--- src/rtl/sdu_uart_tx.sv ---
// sdu_uart_tx: FIFO-buffered 8N1 UART transmitter for the serial debug unit.
// Bytes queue in a circular FIFO; the FSM drains them back-to-back onto txd.
module sdu_uart_tx #(
    parameter int CLK_FREQ   = 100000000,
    parameter int BAUD       = 115200,
    parameter int FIFO_DEPTH = 16
) (
    input  logic                          clk,
    input  logic                          rstn,
    input  logic [7:0]                    din,
    input  logic                          din_vld,
    output logic                          din_rdy,
    output logic                          txd,
    output logic                          busy,
    output logic [$clog2(FIFO_DEPTH):0]   fifo_cnt
);
    localparam int DIV = (CLK_FREQ + BAUD / 2) / BAUD;
    localparam int AW  = $clog2(FIFO_DEPTH);
    localparam int BW  = (DIV > 1) ? $clog2(DIV) : 1;

    typedef enum logic [1:0] {IDLE, START, DATA, STOP} state_t;

    state_t          state, state_nxt;
    logic [BW-1:0]   baud_cnt;
    logic [2:0]      bit_idx;
    logic [7:0]      shifter;
    logic            txd_nxt;
    logic [7:0]      mem [FIFO_DEPTH];
    logic [AW-1:0]   rd_ptr, wr_ptr;
    logic            bit_end, fifo_empty, push, pop;

    assign bit_end    = baud_cnt == BW'(DIV - 1);
    assign fifo_empty = fifo_cnt == '0;
    assign din_rdy    = fifo_cnt < (AW + 1)'(FIFO_DEPTH);
    assign push       = din_vld && din_rdy;
    assign pop        = !fifo_empty && (state == IDLE || (state == STOP && bit_end));
    assign busy       = state != IDLE || !fifo_empty;

    always_ff @(posedge clk or negedge rstn) begin
        if (!rstn) begin
            rd_ptr   <= '0;
            wr_ptr   <= '0;
            fifo_cnt <= '0;
        end else begin
            if (push) wr_ptr <= wr_ptr + 1'b1;
            if (pop) rd_ptr <= rd_ptr + 1'b1;
            if (push && !pop) fifo_cnt <= fifo_cnt + 1'b1;
            else if (pop && !push) fifo_cnt <= fifo_cnt - 1'b1;
        end
    end

    always_ff @(posedge clk) begin
        if (push) mem[wr_ptr] <= din;
    end

    always_ff @(posedge clk or negedge rstn) begin
        if (!rstn) begin
            state    <= IDLE;
            txd      <= 1'b1;
            baud_cnt <= '0;
            bit_idx  <= '0;
            shifter  <= '0;
        end else begin
            state    <= state_nxt;
            txd      <= txd_nxt;
            baud_cnt <= (state == IDLE || bit_end) ? '0 : baud_cnt + 1'b1;
            bit_idx  <= (state == DATA) ? (bit_end ? bit_idx + 1'b1 : bit_idx) : '0;
            // shifter[0] always holds the bit currently (or next) on the line
            if (pop) shifter <= mem[rd_ptr];
            else if (state == DATA && bit_end) shifter <= shifter >> 1;
        end
    end

    always_comb begin
        state_nxt = state;
        case (state)
            IDLE:  if (!fifo_empty) state_nxt = START;
            START: if (bit_end) state_nxt = DATA;
            DATA:  if (bit_end && bit_idx == 3'd7) state_nxt = STOP;
            STOP:  if (bit_end) state_nxt = fifo_empty ? IDLE : START;
        endcase
    end

    always_comb begin
        txd_nxt = txd;
        case (state)
            IDLE:  txd_nxt = fifo_empty;
            START: if (bit_end) txd_nxt = shifter[0];
            DATA:  if (bit_end) txd_nxt = (bit_idx == 3'd7) ? 1'b1 : shifter[1];
            STOP:  if (bit_end) txd_nxt = fifo_empty;
        endcase
    end
endmodule

--- config.mk ---
export PLATFORM = sky130hd
export DESIGN_NAME = sdu_uart_tx
export DESIGN_NICKNAME = d
export VERILOG_FILES = /design/src/rtl/sdu_uart_tx.sv
export SDC_FILE = /design/constraint.sdc
export NUM_CORES = 1
export LEC_CHECK = 0
export ABC_AREA = 1
export ABC_CLOCK_PERIOD_IN_PS = 2500
export CORE_MARGIN = 3
export CORE_UTILIZATION = 50
export DETAILED_ROUTE_END_ITERATION = 10
export GPL_TIMING_DRIVEN = 0
export HOLD_SLACK_MARGIN = 0.08
export PLACE_DENSITY = 0.69
export SLEW_MARGIN = 30
export SYNTH_ARGS = -nofsm -noshare
export SYNTH_HDL_FRONTEND = slang
export SYNTH_SLANG_ARGS = --single-unit
--- constraint.sdc ---
create_clock -name clk -period 2.5 [get_ports clk]
set_input_delay 0.375 -clock clk [delete_from_list [all_inputs] [get_ports clk]]
set_output_delay 0.375 -clock clk [all_outputs]
set_load 0.05 [all_outputs]
* After elaboration in Yosys (flattened, before gate mapping)
Memories as Yosys holds them, arrays and structs flattened. Index checks and enable logic that the tools add are counted.
Storage, ports and cells: bits in registers 37, bits in writable memories 128, word-level logic and storage cells 66, memories 1
Operators by class: add/sub/neg operators 6, order comparisons 1, equal/unequal tests 10, multiplexer cells 20, reduce and logical (&&, ||, !) cells 20
Memory list:
- mem | depth 16, bits a word 8, rd ports 1, clocked after Yosys merged registers in 0, wr ports 1, line 28 | logic [7:0] mem [FIFO_DEPTH];
Operators with widths (number):
- $mux 8 | 2
- $add 10x1->10 const B | 1
- $eq 10x10->1 const B | 1
- $mux 10 | 1
- $mux 5 | 2
- $add 4x1->4 const B | 2
- $mux 2 | 4
- $ne 2x2->1 const B | 4
- $pmux 2 s4 | 1
- $logic_and 1x1->1 | 7
- $mux 1 | 7
- $mux 3 | 2
- $reduce_bool 2->1 | 3
- $add 5x1->5 const B | 1
- $logic_not 5->1 | 1
- $lt 5x5->1 const B | 1
- $sub 5x1->5 const B | 1
- $eq 2x2->1 const B | 2
- $pmux 1 s4 | 1
- $reduce_and 4->1 | 1
- $add 3x1->3 const B | 1
- $eq 3x3->1 const B | 1
- $logic_not 1->1 | 3
- $logic_or 1x1->1 | 3
- other kinds (4) | 4

* Logic depth before layout (Yosys ltp)
Gate-level depths: netlist of the first run.
word-level depth 7, mapped depth 14

* Least setup slack after synthesis of the first run
OpenSTA, ideal clock, no wires.
path kind reg-to-reg, start reg fifo_cnt[4], end reg fifo_cnt[4], arrival time 2.670 ns, required time 2.356 ns, setup slack -0.313 ns, stages on the path, launching flop included 14, cells stage by stage dfrtp_1 inv_1 nand4_1 nand2_1 inv_1 nand2_4 ha_1 inv_1 fa_1 nand3_1 nand2_1 a21oi_1 o21ai_0 xor2_1
Between the ends: elaborated cells on any way between the ends 14, those cells by class add/sub: 2; order compare: 1; mux: 2; reduce/logical: 9
RTL lines:
- start, declared | line 15 | output logic [$clog2(FIFO_DEPTH):0] fifo_cnt
- start signal, assigned | line 47 | if (push && !pop) fifo_cnt <= fifo_cnt + 1'b1;
- start signal, assigned | line 48 | else if (pop && !push) fifo_cnt <= fifo_cnt - 1'b1;
- $lt 5x5->1 (*) | line 34 | assign din_rdy = fifo_cnt < (AW + 1)'(FIFO_DEPTH);
- via din_rdy | line 12 | output logic din_rdy,
- $logic_and 1x1->1 (*) | line 35 | assign push = din_vld && din_rdy;
- $logic_not 1->1 | line 48
- $logic_and 1x1->1 | line 48
- $reduce_bool 2->1 (no source line)
Mark *: on every way through the listed nets, which the timed path passes. The rest lies on a longest branch. The select of a mux whose other input is x is not followed. A chain may end at the register's enable or synchronous reset.

* Final worst setup path of the first run
start reg state[1], end reg fifo_cnt[4]
Between the ends: word-level cells in the longest chain between the ends 7, elaborated cells on any way between the ends 10, those cells by class eq/ne: 1; mux: 1; reduce/logical: 8
RTL lines:
- start, declared | line 23 | state_t state, state_nxt;
- start signal, assigned | line 64 | state <= state_nxt;
- $eq 2x2->1 | line 36 | assign pop = !fifo_empty && (state == IDLE || (state == STOP && bit_end));
- $logic_and 1x1->1 | line 36
- $logic_or 1x1->1 (*) | line 36
- $logic_and 1x1->1 (*) | line 36
- $logic_not 1->1 | line 47
- $logic_and 1x1->1 | line 47
- $mux 5 or $reduce_bool 2->1 (tied branches)
Every way passes the cells marked *; elsewhere a longest branch is shown, timed or not.

==> impl_metrics.json, run 1 <==
{
  "worstPathMaxFanout": 6,
  "skew_ns": 0.0137,
  "postLayoutCoreUtil": 0.588,
  "worst_pin_slew_ns": 1.02,
  "leakage_nw": 3.63,
  "hold_end": "shifter[7]$_DFFE_PN0P_",
  "drtIter0Drc": 428,
  "period_share": 0.958,
  "nets": 807,
  "grt_max_degree": 21,
  "ioPinCount": 19,
  "critPathArrivalTime_ns": 2.71,
  "dr.pass1.iters": 6,
  "drt-total-wl_um": 17800,
  "numPortBuffers": 18,
  "cts_tree": "built",
  "synth-edff-count": 128,
  "antenna_found_initial": 0,
  "r2r_slack_ns": 0.10,
  "min_delay_path_depth": 2,
  "drv_slew": 0,
  "seqPwrFrac": 0.481,
  "synth_nets": 763,
  "seq_area_um2": 4770,
  "synth.distinct_cells": 36,
  "avgSynthCellArea_um2": 10.2,
  "sw_frac_of_total": 0.264,
  "required_ns": 2.81,
  "die_width_um": 128,
  "synth_commonest_cells": "240 x nand2_1, 128 x edfxtp_1, 91 x nand3_1",
  "ant_nets": 0,
  "post_drt_wl_per_cell_um": 18.2,
  "power.share.clock": 0.369,
  "dp_hpwl_um": 12100,
  "cts_buffers": 17,
  "start_util": 0.512,
  "vias": 5195,
  "coreArea_um2": 14600,
  "r2r-end": "fifo_cnt[4]$_DFFE_PN0P_",
  "place.gp.congestion": 0.862,
  "ys.flop_type": "edfxtp_1",
  "ys_async_sr_fraction": 0.224,
  "fp.dieArea_um2": 16400,
  "reg2reg_from": "state[1]$_DFFE_PN0P_",
  "yosysSeqAreaShare": 0.639,
  "via_per_inst": 5.33,
  "period_needed_ns": 2.40,
  "status": "finished clean",
  "antenna_cells_inserted": 0,
  "synthCells": 734,
  "nFillCells": 1161,
  "synth_area_leaders": "edfxtp_1 51%, dfrtp_1 12%, nand2_1 12%, nand3_1 6.1%, inv_1 4.4%",
  "syn-cell-area_um2": 7460,
  "setup_viol": 0,
  "cts.sinks": 165,
  "syn2layout_area_growth_pct": 14.9,
  "netSwitchingPower_mw": 1.82,
  "cts_buffer_depth": 2,
  "critPathCaptureType": "flop",
  "max_stage_delay_ns": 0.42,
  "synth_warnings": 0,
  "min-delay-start": "shifter[7]$_DFFE_PN0P_",
  "grt_pass1_wl_um": 27900,
  "slew_headroom": 0.316,
  "crit_slowest_cell": "dfrtp_1",
  "drive_gt1_frac": 0.109,
  "power_density_nw_per_um2": 802,
  "drcViolationCount": 0,
  "fmax_ghz": 0.417,
  "core.rowCount": 44,
  "synthDominantCellAreaShare": 0.515,
  "criticalPathCategory": "flop to flop",
  "multi_input_area_um2": 2260,
  "pwr-share-comb": 0.150,
  "clk_pin_slew_ns": 0.06,
  "ir_drop_mv": 0.522,
  "die_h_um": 128,
  "min-delay-path-class": "flop to flop",
  "path_cells": "ha_1 -> or2_2 -> nand2_4 -> inv_2 -> nand2_4 -> ha_4 -> inv_4 -> fa_2 -> nand3_1 -> nand2_1 -> a21oi_2 -> o21ai_1 -> xor2_1",
  "worstRegToRegCells": 13,
  "synth_top_area_cell": "edfxtp_1",
  "track_usage": 0.230,
  "grt_remaining_overflow": 0,
  "synth_seq_cells": 165,
  "cts-root-buf": "clkbuf_16",
  "intPower_mw": 5.06,
  "path_common_cell": "nand2_4",
  "synth.most_common_cell": "nand2_1",
  "insertion_delay_ns": 0.43,
  "critical_path.startpoint_type": "flop",
  "grt_pass1_vias": 5134,
  "hold_viol": 0,
  "maxCapViolations": 0,
  "fin_total_pwr_mw": 6.88,
  "htreeDepth": 4
}
how the worst max path moves through the flow:
| stage | endpoint | from | depth (start not counted) |
|---|---|---|---|
| floorplan | fifo_cnt[4]$_DFFE_PN0P_ | fifo_cnt[4]$_DFFE_PN0P_ | 13 |
| global placement | fifo_cnt[4]$_DFFE_PN0P_ | state[0]$_DFFE_PN0P_ | 14 |
| detailed placement | fifo_cnt[4]$_DFFE_PN0P_ | state[0]$_DFFE_PN0P_ | 14 |
| CTS | fifo_cnt[4]$_DFFE_PN0P_ | state[1]$_DFFE_PN0P_ | 14 |
| global route | fifo_cnt[4]$_DFFE_PN0P_ | state[0]$_DFFE_PN0P_ | 14 |
| finish | fifo_cnt[4]$_DFFE_PN0P_ | state[1]$_DFFE_PN0P_ | 13 |
through the flow:
stage / TNS, ns / hold slack [ns] / instances / cell area, µm² / worst slack (ns)
3_3_place_gp: -0.0154 / 0.458 / 936 / 7920 / -0.0154
4_1_cts: 0 / 0.468 / 972 / 8550 / 0.0414
2_1_floorplan: 0 / 0.0794 / 734 / 7510 / 0.0391
5_1_grt: -0.0524 / 0.503 / 974 / 8570 / -0.0524
3_5_place_dp: -0.0983 / 0.392 / 937 / 7950 / -0.0983
6_report: 0 / 0.473 / 974 / 8570 / 0.104
power groups by stage:
stage | Clock (mW) | Combinational (mW) | Sequential, mW
6_report | 2.54 | 1.03 | 3.31
5_1_grt | 2.71 | 1.14 | 3.32
3_3_place_gp | 0 | 0.954 | 3.35
4_1_cts | 2.57 | 1.02 | 3.30
3_5_place_dp | 0 | 1.00 | 3.36
2_1_floorplan | 0 | 0.529 | 3.47
state kept, by name, summed over array words and instances, names as in the netlist:
register	count
baud_cnt	10
bit_idx	3
fifo_cnt	5
mem	128
rd_ptr	4
shifter	8
state	2
txd	1
wr_ptr	4
area by class of cell:
| type | instances | area share |
|---|---|---|
| Buffer | 27 | 0.0163 |
| Clock buffer | 18 | 0.0501 |
| Clock inverter | 13 | 0.0163 |
| Inverter | 92 | 0.0410 |
| Multi-Input combinational cell | 450 | 0.264 |
| Sequential cell | 165 | 0.557 |
| Tap cell | 184 | 0.0268 |
| Timing Repair Buffer | 25 | 0.0290 |
critical path, delay by kind of cell (launching register included):
kind | cells | cell delay, ns
adders and majority gates | 3 | 0.72
AOI/OAI and AO/OA | 2 | 0.21
and+or+nand+nor | 5 | 0.68
xor gates and xnor gates | 1 | 0.14
buffers and inverters | 2 | 0.11
DFF | 1 | 0.42
placed cells by master (no fill, tap or decap), types with 9 or more instances in the layout:
| master | n |
|---|---|
| nor2_1 | 30 |
| buf_2 | 20 |
| nand2_1 | 239 |
| inv_1 | 83 |
| clkdlybuf4s50_1 | 16 |
| nand3_1 | 91 |
| a21oi_1 | 10 |
| ha_1 | 14 |
| dfrtp_1 | 35 |
| edfxtp_1 | 128 |
| xor2_1 | 9 |
| o21ai_1 | 11 |
| clkbuf_16 | 17 |
routing by layer:
layer	GRT usage	up-vias	part of all wire
met5	0	-	0
met4	0.0911	0	0.023
met3	0.0508	33	0.070
met2	0.363	189	0.48
met1	0.311	2480	0.43
li1	-	2493	-
cell families after synthesis:
family          Yosys count  share of synthesized area
compound gates           34                     0.0260
flops                   165                      0.639
xor+xnor                 11                     0.0129
buf+inv                 119                     0.0650
fa+ha+maj                18                     0.0312
simple gates            387                      0.226
what timing repair did:
| action | 4_1_cts | 5_1_grt |
|---|---|---|
| pin swaps | 1 | 2 |
| gates resized for setup | 1 | 4 |
| hold endpoints to repair | 18 | 0 |
| setup endpoints to repair | 2 | 1 |
| cloned | 0 | 0 |
| setup buffers | 3 | 2 |
| hold buffers | 1 | 0 |
Power figures use the tool's default switching activity.
==> run 2: changes to the inputs <==
- CORE_UTILIZATION: 50 -> 35
- GPL_ROUTABILITY_DRIVEN: unset -> 1
- PLACE_DENSITY: 0.69 -> unset
==> run 2 against run 1 <==
  * Die area is 41% higher
  * Final area is 2.3% higher
  * Combinational power hardly changed
  * Setup slack worse by 0.083 ns
  * Clock power is 2% higher
  * Clock skew is 0.0042 ns lower
  * Via count is 1.8% lower
  * Largest cell class unchanged
==> impl_metrics.json, run 2 (same netlist as run 1, synthesis figures left out) <==
{
  "criticalPathCategory": "flop to flop",
  "required_ns": 2.81,
  "worst_pin_slew_ns": 0.969,
  "post_drt_wl_per_cell_um": 16.4,
  "postLayoutCoreUtil": 0.426,
  "largest_reg_flops": 128,
  "syn2layout_area_growth_pct": 17.6,
  "dp_hpwl_um": 11800,
  "core.rowCount": 52,
  "coreArea_um2": 20600,
  "drive_gt1_frac": 0.133,
  "grt_remaining_overflow": 0,
  "maxCapViolations": 0,
  "drt-total-wl_um": 17500,
  "antenna_found_initial": 0,
  "ioPinCount": 19,
  "leakage_nw": 3.64,
  "htreeDepth": 4,
  "cts_buffers": 17,
  "skew_ns": 0.00951,
  "grt_pass1_vias": 4980,
  "nets": 814,
  "setup_ws_ns": 0.0211,
  "insertion_delay_ns": 0.43,
  "fp.dieArea_um2": 23100,
  "ir_drop_mv": 0.780,
  "cts-root-buf": "clkbuf_16",
  "clk_pin_slew_ns": 0.07,
  "fin_setup_tns_ns": 0,
  "place_ws_ns": -0.0969,
  "reg_top3": "mem: 128 flops, baud_cnt: 10 flops, shifter: 8 flops",
  "drv_slew": 0,
  "hold_viol": 0,
  "drcViolationCount": 0,
  "min-delay-path-class": "primary input to asynchronous set/reset pin",
  "critical_path.startpoint_type": "flop",
  "status": "finished clean",
  "cts.sinks": 165,
  "setup_viol": 0,
  "antenna_cells_inserted": 0,
  "power_density_nw_per_um2": 788,
  "drt-met1-wl_um": 8070,
  "fin_total_pwr_mw": 6.91,
  "period_share": 0.992,
  "layout_common_cells": "238 x nand2_1, 128 x edfxtp_1, 90 x nand3_1",
  "met2_length_um": 8460,
  "critPathCaptureType": "flop",
  "cts_tree": "built",
  "track_usage": 0.154,
  "via_per_inst": 4.78,
  "grt_pass1_wl_um": 27600,
  "period_needed_ns": 2.48,
  "cts_buffer_depth": 2,
  "start_util": 0.362,
  "worstPathMaxFanout": 6,
  "fmax_ghz": 0.403,
  "numPortBuffers": 18,
  "slew_headroom": 0.351,
  "drtIter0Drc": 390,
  "vias": 5101,
  "regMostFlops": "mem",
  "final_common_cell": "nand2_1",
  "die_width_um": 152,
  "wl_met3_um": 648,
  "routed.top_layer": "met4",
  "grt_max_degree": 21,
  "die_h_um": 152,
  "place.gp.congestion": 0.858,
  "critPathArrivalTime_ns": 2.78,
  "ant_nets": 0,
  "dr.pass1.iters": 5
}
## run 2: cell type report
class / count / area [µm²]
plain buffers: 27 / 140
clock buffers: 18 / 429
clock inverters: 14 / 153
fillers: 1940 / 11800
inverters: 92 / 352
multi-input cells: 450 / 2290
flip-flops and latches: 165 / 4770
well taps: 270 / 338
repair buffers: 32 / 302
## run 2: what timing repair did
item	4_1_cts	5_1_grt
hold endpoints to repair	17	0
setup buffers	2	10
resized for setup	4	9
setup endpoints to repair	2	3
pin swaps	0	5
hold buffers	1	0
## run 2: final timing paths
check | start | end | slack (ns) | depth (start not counted)
setup / recovery | fifo_cnt[1]$_DFFE_PN0P_ | fifo_cnt[4]$_DFFE_PN0P_ | 0.02 | 13
hold / removal | rstn | bit_idx[2]$_DFFE_PN0P_ | 0.45 | 2
setup reg to reg | fifo_cnt[1]$_DFFE_PN0P_ | fifo_cnt[4]$_DFFE_PN0P_ | 0.02 | 13
hold reg to reg | shifter[7]$_DFFE_PN0P_ | shifter[7]$_DFFE_PN0P_ | 0.47 | 2
max in group asynchronous | rstn | txd$_DFFE_PN1P_ | 1.51 | 3
min in group clk | shifter[7]$_DFFE_PN0P_ | shifter[7]$_DFFE_PN0P_ | 0.47 | 2
## run 2: per-stage QoR
step | hold WS, ns | area, µm² | std cells
floorplan | 0.0794 | 7510 | 734
detailed placement | 0.368 | 8050 | 1023
finish | 0.452 | 8780 | 1068
CTS | 0.465 | 8670 | 1058
global placement | 0.458 | 8030 | 1022
global route | 0.506 | 8780 | 1068
## run 2: power breakdown
part / internal (mW) / switching, mW / total, mW
logic: 0.341 / 0.686 / 1.03
clock network: 1.48 / 1.10 / 2.59
registers: 3.18 / 0.118 / 3.30
## run 2: critical path: stages, from the launching register on
cell and delay (ns):
dfrtp_1 0.45, nor2_1 0.13, nand4_1 0.31, nand2_4 0.20, inv_2 0.07, nand2_8 0.08, ha_4 0.14, inv_4 0.06
fa_2 0.38, nand3_2 0.09, nand2_2 0.07, a21oi_2 0.14, o21ai_1 0.08, xor2_1 0.15
## run 2: metal layers
layer | vias to the layer above | track usage
met4 | 0 | 0.0531
met3 | 21 | 0.0287
met1 | 2459 | 0.206
met2 | 120 | 0.254
li1 | 2501 | -
met5 | - | 0
